`config.mk`:
```
export PLATFORM = sky130hd
export DESIGN_NAME = simple_rd_rsp
export DESIGN_NICKNAME = d
export VERILOG_FILES = /design/src/rtl/simple_rd_rsp.sv
export SDC_FILE = /design/constraint.sdc
export NUM_CORES = 1
export LEC_CHECK = 0
export ABC_AREA = 1
export BUFFER_PORTS_ARGS = -buffer_cell sky130_fd_sc_hd__buf_2
export CORE_MARGIN = 10
export CORE_UTILIZATION = 50
export CTS_CLUSTER_SIZE = 24
export DETAILED_ROUTE_END_ITERATION = 7
export PLACE_DENSITY = 0.67
export SLEW_MARGIN = 20
export SYNTH_ARGS = -nofsm -noshare
export SYNTH_HDL_FRONTEND = slang
export SYNTH_SLANG_ARGS = --single-unit
export TNS_END_PERCENT = 50
```
`constraint.sdc`:
```
create_clock -name i_clk -period 1.7 [get_ports i_clk]
set_input_delay 0.34 -clock i_clk [delete_from_list [all_inputs] [get_ports i_clk]]
set_output_delay 0.34 -clock i_clk [all_outputs]
set_load 0.02 [all_outputs]
```
`src/rtl/simple_rd_rsp.sv`:
```
// simple_rd_rsp: read responder for the simple address/read-data bus.
// One request at a time: the addressed bank word is captured at accept,
// WAIT_CYC wait states follow, then the word is offered with valid/ready.
// A side write port updates the bank in any state (read-before-write on
// a same-cycle collision).
// Optional build macro SIMPLE_RD_RSP_RD_CNT_EN adds o_rd_cnt, a 16-bit
// wrapping count of completed response handshakes.
//
// state   | meaning
// --------+------------------------------------------------------------
// ST_IDLE | waiting for a request (o_req_rdy high once out of reset)
// ST_WAIT | counting wait states down to the response
// ST_RESP | o_rsp_vld high, data held until i_rsp_rdy
module simple_rd_rsp #(
  parameter int ADDR_BIT_WIDTH = 2,
  parameter int DATA_BIT_WIDTH = 8,
  parameter int WAIT_CYC       = 2
) (
  input  logic                      i_clk,
  input  logic                      i_arst_n,
  input  logic                      i_req_vld,
  output logic                      o_req_rdy,
  input  logic [ADDR_BIT_WIDTH-1:0] i_req_addr,
  output logic                      o_rsp_vld,
  input  logic                      i_rsp_rdy,
  output logic [DATA_BIT_WIDTH-1:0] o_rsp_data,
  input  logic                      i_wr_en,
  input  logic [ADDR_BIT_WIDTH-1:0] i_wr_addr,
  input  logic [DATA_BIT_WIDTH-1:0] i_wr_data,
`ifdef SIMPLE_RD_RSP_RD_CNT_EN
  output logic [15:0]               o_rd_cnt,
`endif
  output logic                      o_busy
);

  localparam int DEPTH = 1 << ADDR_BIT_WIDTH;
  localparam logic [3:0] CNT_LOAD = 4'(WAIT_CYC);

  if (ADDR_BIT_WIDTH < 1 || ADDR_BIT_WIDTH > 8) begin : g_bad_addr_width
    $error("simple_rd_rsp: ADDR_BIT_WIDTH must be in 1..8");
  end
  if (DATA_BIT_WIDTH < 1 || DATA_BIT_WIDTH > 64) begin : g_bad_data_width
    $error("simple_rd_rsp: DATA_BIT_WIDTH must be in 1..64");
  end
  if (WAIT_CYC < 0 || WAIT_CYC > 15) begin : g_bad_wait_cyc
    $error("simple_rd_rsp: WAIT_CYC must be in 0..15");
  end

  typedef enum logic [1:0] {
    ST_IDLE = 2'd0,
    ST_WAIT = 2'd1,
    ST_RESP = 2'd2
  } state_e;

  state_e                    state_q, state_d;
  logic [3:0]                cnt_q, cnt_d;
  logic [DATA_BIT_WIDTH-1:0] data_q, data_d;
  logic                      rdy_q, rdy_d;
  logic [DATA_BIT_WIDTH-1:0] bank_q [DEPTH];
  logic [DATA_BIT_WIDTH-1:0] bank_d [DEPTH];
  logic                      req_hs;
  logic                      rsp_hs;

  // rdy_q is only ever set while sitting in IDLE, so it alone gates accept
  assign req_hs = i_req_vld && rdy_q;
  assign rsp_hs = (state_q == ST_RESP) && i_rsp_rdy;

  // State register
  always_ff @(posedge i_clk or negedge i_arst_n) begin
    if (!i_arst_n) begin
      state_q <= ST_IDLE;
    end else begin
      state_q <= state_d;
    end
  end

  // Next-state logic
  always_comb begin
    state_d = state_q;
    unique case (state_q)
      ST_IDLE: if (req_hs) state_d = (WAIT_CYC > 0) ? ST_WAIT : ST_RESP;
      ST_WAIT: if (cnt_q == 4'd1) state_d = ST_RESP;
      ST_RESP: if (i_rsp_rdy) state_d = ST_IDLE;
      default: state_d = ST_IDLE;
    endcase
  end

  // Outputs decoded from state and the datapath registers
  always_comb begin
    o_req_rdy  = rdy_q;
    o_rsp_vld  = (state_q == ST_RESP);
    o_busy     = (state_q != ST_IDLE);
    o_rsp_data = data_q;
  end

  // Capture, wait counter and registered ready. Ready is registered from
  // "idle and not accepting", so it lags IDLE by one cycle: low during
  // reset, and low for the first IDLE cycle after a response handshake.
  always_comb begin
    cnt_d  = cnt_q;
    data_d = data_q;
    rdy_d  = (state_q == ST_IDLE) && !req_hs;
    if (req_hs) begin
      cnt_d  = CNT_LOAD;
      data_d = bank_q[i_req_addr];
    end else if (state_q == ST_WAIT) begin
      cnt_d = cnt_q - 4'd1;
    end
  end

  // Datapath registers
  always_ff @(posedge i_clk or negedge i_arst_n) begin
    if (!i_arst_n) begin
      cnt_q  <= '0;
      data_q <= '0;
      rdy_q  <= 1'b0;
    end else begin
      cnt_q  <= cnt_d;
      data_q <= data_d;
      rdy_q  <= rdy_d;
    end
  end

  // Bank write port, independent of the FSM
  always_comb begin
    bank_d = bank_q;
    if (i_wr_en) bank_d[i_wr_addr] = i_wr_data;
  end

  // Bank registers; cleared by reset
  always_ff @(posedge i_clk or negedge i_arst_n) begin
    if (!i_arst_n) begin
      bank_q <= '{default: '0};
    end else begin
      bank_q <= bank_d;
    end
  end

`ifdef SIMPLE_RD_RSP_RD_CNT_EN
  logic [15:0] rd_cnt_q, rd_cnt_d;

  // Completed-read counter, wraps naturally at 16 bits
  always_comb begin
    rd_cnt_d = rd_cnt_q;
    if (rsp_hs) rd_cnt_d = rd_cnt_q + 16'd1;
  end

  // Read counter register
  always_ff @(posedge i_clk or negedge i_arst_n) begin
    if (!i_arst_n) begin
      rd_cnt_q <= '0;
    end else begin
      rd_cnt_q <= rd_cnt_d;
    end
  end

  assign o_rd_cnt = rd_cnt_q;
`else
  logic unused_rsp_hs;
  assign unused_rsp_hs = rsp_hs;
`endif

endmodule

```
==> flow_metrics.py <==
metrics = {
    "clock_network": {
        "clk_path_buf_depth": 2,
        "cts_sinks": 47,
        "clk_pin_slew_worst_paths_ns": 0.09,
        "h-tree-depth": 2,
        "clock_latency_ns": 0.30,
        "cts_root_buf": "clkbuf_8",
        "cts_inserted_buffers": 5,
        "cts_tree": "yes",
    },
    "die": {
        "dieArea_um2": 7710,
        "die_x_um": 87.8,
        "core-area_um2": 4410,
        "fp.dieH_um": 87.8,
        "initial_utilization": 0.521,
        "rows": 24,
        "io_pins": 28,
    },
    "sta": {
        "rsz0062_at_grt": "false",
        "setup_ws_ns": 0.273,
        "hold_viol_final": 0,
        "slew_viol_final": 0,
        "period_share": 0.839,
        "relSlewSlack": 0.719,
        "final.setup.tns_ns": 0,
        "finClkSkew_ns": 0.00882,
        "fmax_ghz": 0.701,
        "fin_crit_ns": 1.43,
        "finalSetupViolations": 0,
        "worst-slew-pin-transition_ns": 0.420,
    },
    "yosys": {
        "synth_area_per_cell_um2": 7.99,
        "yosys.area.top_type_share": 0.511,
        "ys.flop_type": "dfrtp_1",
        "synth-edff-count": 0,
        "ys_top_cells_by_area": "dfrtp_1 51%, nand2_1 17%, inv_1 8.2%",
        "synth.distinct_cells": 19,
        "synth_most_common_cell": "nand2_1",
        "syn-cell-area_um2": 2300,
        "ys_ff_latch": 47,
        "synth_warnings": 0,
        "ys_top_cells_by_count": "107 x nand2_1, 50 x inv_1, 47 x dfrtp_1, 17 x nand3_1, 16 x o21ai_2",
        "seq_area_frac_synth": 0.511,
        "yosysTopAreaCell": "dfrtp_1",
        "synth_cells": 288,
        "async_flop_share": 1.00,
        "synth_nets": 307,
    },
    "pwr": {
        "total_power_uw": 3280,
        "leakage_uw": 0.00143,
        "power.density_nw_per_um2": 1290,
        "ir_worst_vdd_mv": 0.452,
    },
    "grt": {
        "antenna_found_initial": 0,
        "grt_overflow": 0,
        "grt_pass1_vias": 1764,
        "grt_max_degree": 32,
        "grt_pass1_wl_mm": 8.22,
        "grt_usage": 0.133,
    },
    "worst_hold_path": {
        "min_path_type": "in -> reg",
        "hold_start": "i_rsp_rdy",
        "whs_path_depth": 4,
        "min_to": "state_q[1]",
    },
    "place": {
        "gp_congestion": 0.838,
        "portBuffers": 27,
        "dp.cells": 361,
        "dpl_worst_slack_ns": 0.459,
        "place_hpwl_mm": 3.38,
        "placed_area_um2": 2450,
    },
    "setup_path": {
        "cp_top_family": "flip-flops",
        "critical_path_peak_fanout": 3,
        "crit_path_cell_trace": "nor2_1 > inv_1 > buf_2",
        "slowest_delay_ns": 0.40,
        "path_buf_inv": 2,
        "startpoint_type": "register",
        "r2r-start": "o_req_rdy",
        "required_ns": 1.36,
        "cp-end-kind": "output pin",
        "crit_path_top_delay_cell": "dfrtp_1",
        "ff2ff_setup_slack_ns": 0.55,
        "cp.arrival_ns": 1.09,
        "worstReg2RegEnd": "cnt_q[1]",
        "critPathKind": "reg -> out",
        "r2r_cells": 4,
    },
    "status": {
        "status": "finished clean",
    },
    "route": {
        "drc": 0,
        "drt.antenna.violating_nets": 0,
        "vias_per_cell": 4.86,
        "drt-wirelength-per-cell_um": 12.7,
        "vias": 1799,
        "wl_mm": 4.69,
        "drt-initial-drc-count": 74,
        "drtPass1Iterations": 4,
    },
    "layout": {
        "design_area_um2": 2550,
        "area_growth_pct": 10.8,
        "finalNetCount": 336,
        "antennaDiodeCount": 0,
        "fin_cells": 370,
        "drive_above_1_share": 0.186,
    },
    "job": {
        "cap_violations": 0,
    },
}
## what timing repair did
action | CTS | global route
buffers inserted | 0 | 0
gates resized for setup | 0 | 0
hold buffers | 1 | 0
endpoints found under the hold margin | 16 | 0
## area by class of cell
cell class,instances,area [um^2]
Inverter,52,198
Multi-Input combinational cell,180,846
Clock buffer,6,72.6
Timing Repair Buffer,31,180
Clock inverter,2,12.5
Sequential cell,47,1180
Tap cell,52,65.1
Fill cell,421,1860
## kinds of logic after synthesis
group                      after synthesis  share of synthesized area
adders and majority gates                2                     0.0109
buffers and inverters                   61                      0.121
DFF                                     47                      0.511
AOI/OAI and AO/OA                       39                      0.111
and+or+nand+nor                        139                      0.246
## power by group
part	internal (uW)	total (uW)	switching, uW
registers	1400	1570	161
logic	368	1050	686
clock network	288	658	370
## worst max path at each step
| stage | startpoint | endpoint | slack [ns] | cells after the start |
|---|---|---|---|---|
| global route | state_q[1] | o_busy | 0.19 | 3 |
| finish | state_q[1] | o_busy | 0.27 | 3 |
| floorplan | o_req_rdy | cnt_q[1] | 0.61 | 4 |
| global placement | i_req_vld | cnt_q[1] | 0.48 | 5 |
| detailed placement | i_wr_addr[0] | bank_q[13] | 0.46 | 5 |
| CTS | state_q[0] | o_busy | 0.26 | 3 |
## registers in the layout, summed over array words and instances (netlist names)
signal	flops
cnt_q	4
bank_q	32
state_q	2
o_rsp_data	8
o_req_rdy	1
## worst reg2reg max path: cells and delay by family, from the launching register on
family | cells | cell delay (ns)
DFF | 1 | 0.38
buffers and inverters | 1 | 0.28
and+or+nand+nor | 1 | 0.08
AOI/OAI and AO/OA | 2 | 0.30
## per-stage QoR
stage / util / hold WS [ns]
after CTS: 0.578 / 0.276
after detailed placement: 0.556 / 0.298
final: 0.578 / 0.278
after floorplan: - / 0.0444
after global routing: 0.578 / 0.285
after global placement: 0.556 / 0.302
## layout by cell type, fill, tap and decap left out
master,n
o21ai_1,8
o21ai_0,11
ha_1,2
buf_12,1
dfrtp_1,47
nand2_2,2
nand3_1,17
nor2_1,9
clkinvlp_4,1
clkbuf_1,1
nor2_2,1
a21oi_1,4
clkinv_1,1
clkinv_2,1
clkbuf_8,5
dlygate4sd3_1,1
buf_2,27
o21ai_2,16
nand4_1,1
buf_4,2
inv_4,1
inv_1,50
nand3_2,2
nand2_1,107
## routing by layer
layer,GRT usage,wire length (um),vias to the layer above
li1,-,-,939
met1,0.167,2240,818
met2,0.216,2140,33
met3,0.0334,225,9
met4,0.0478,82,0
met5,0,0,-
No activity file was read; power rests on OpenSTA's default activity.
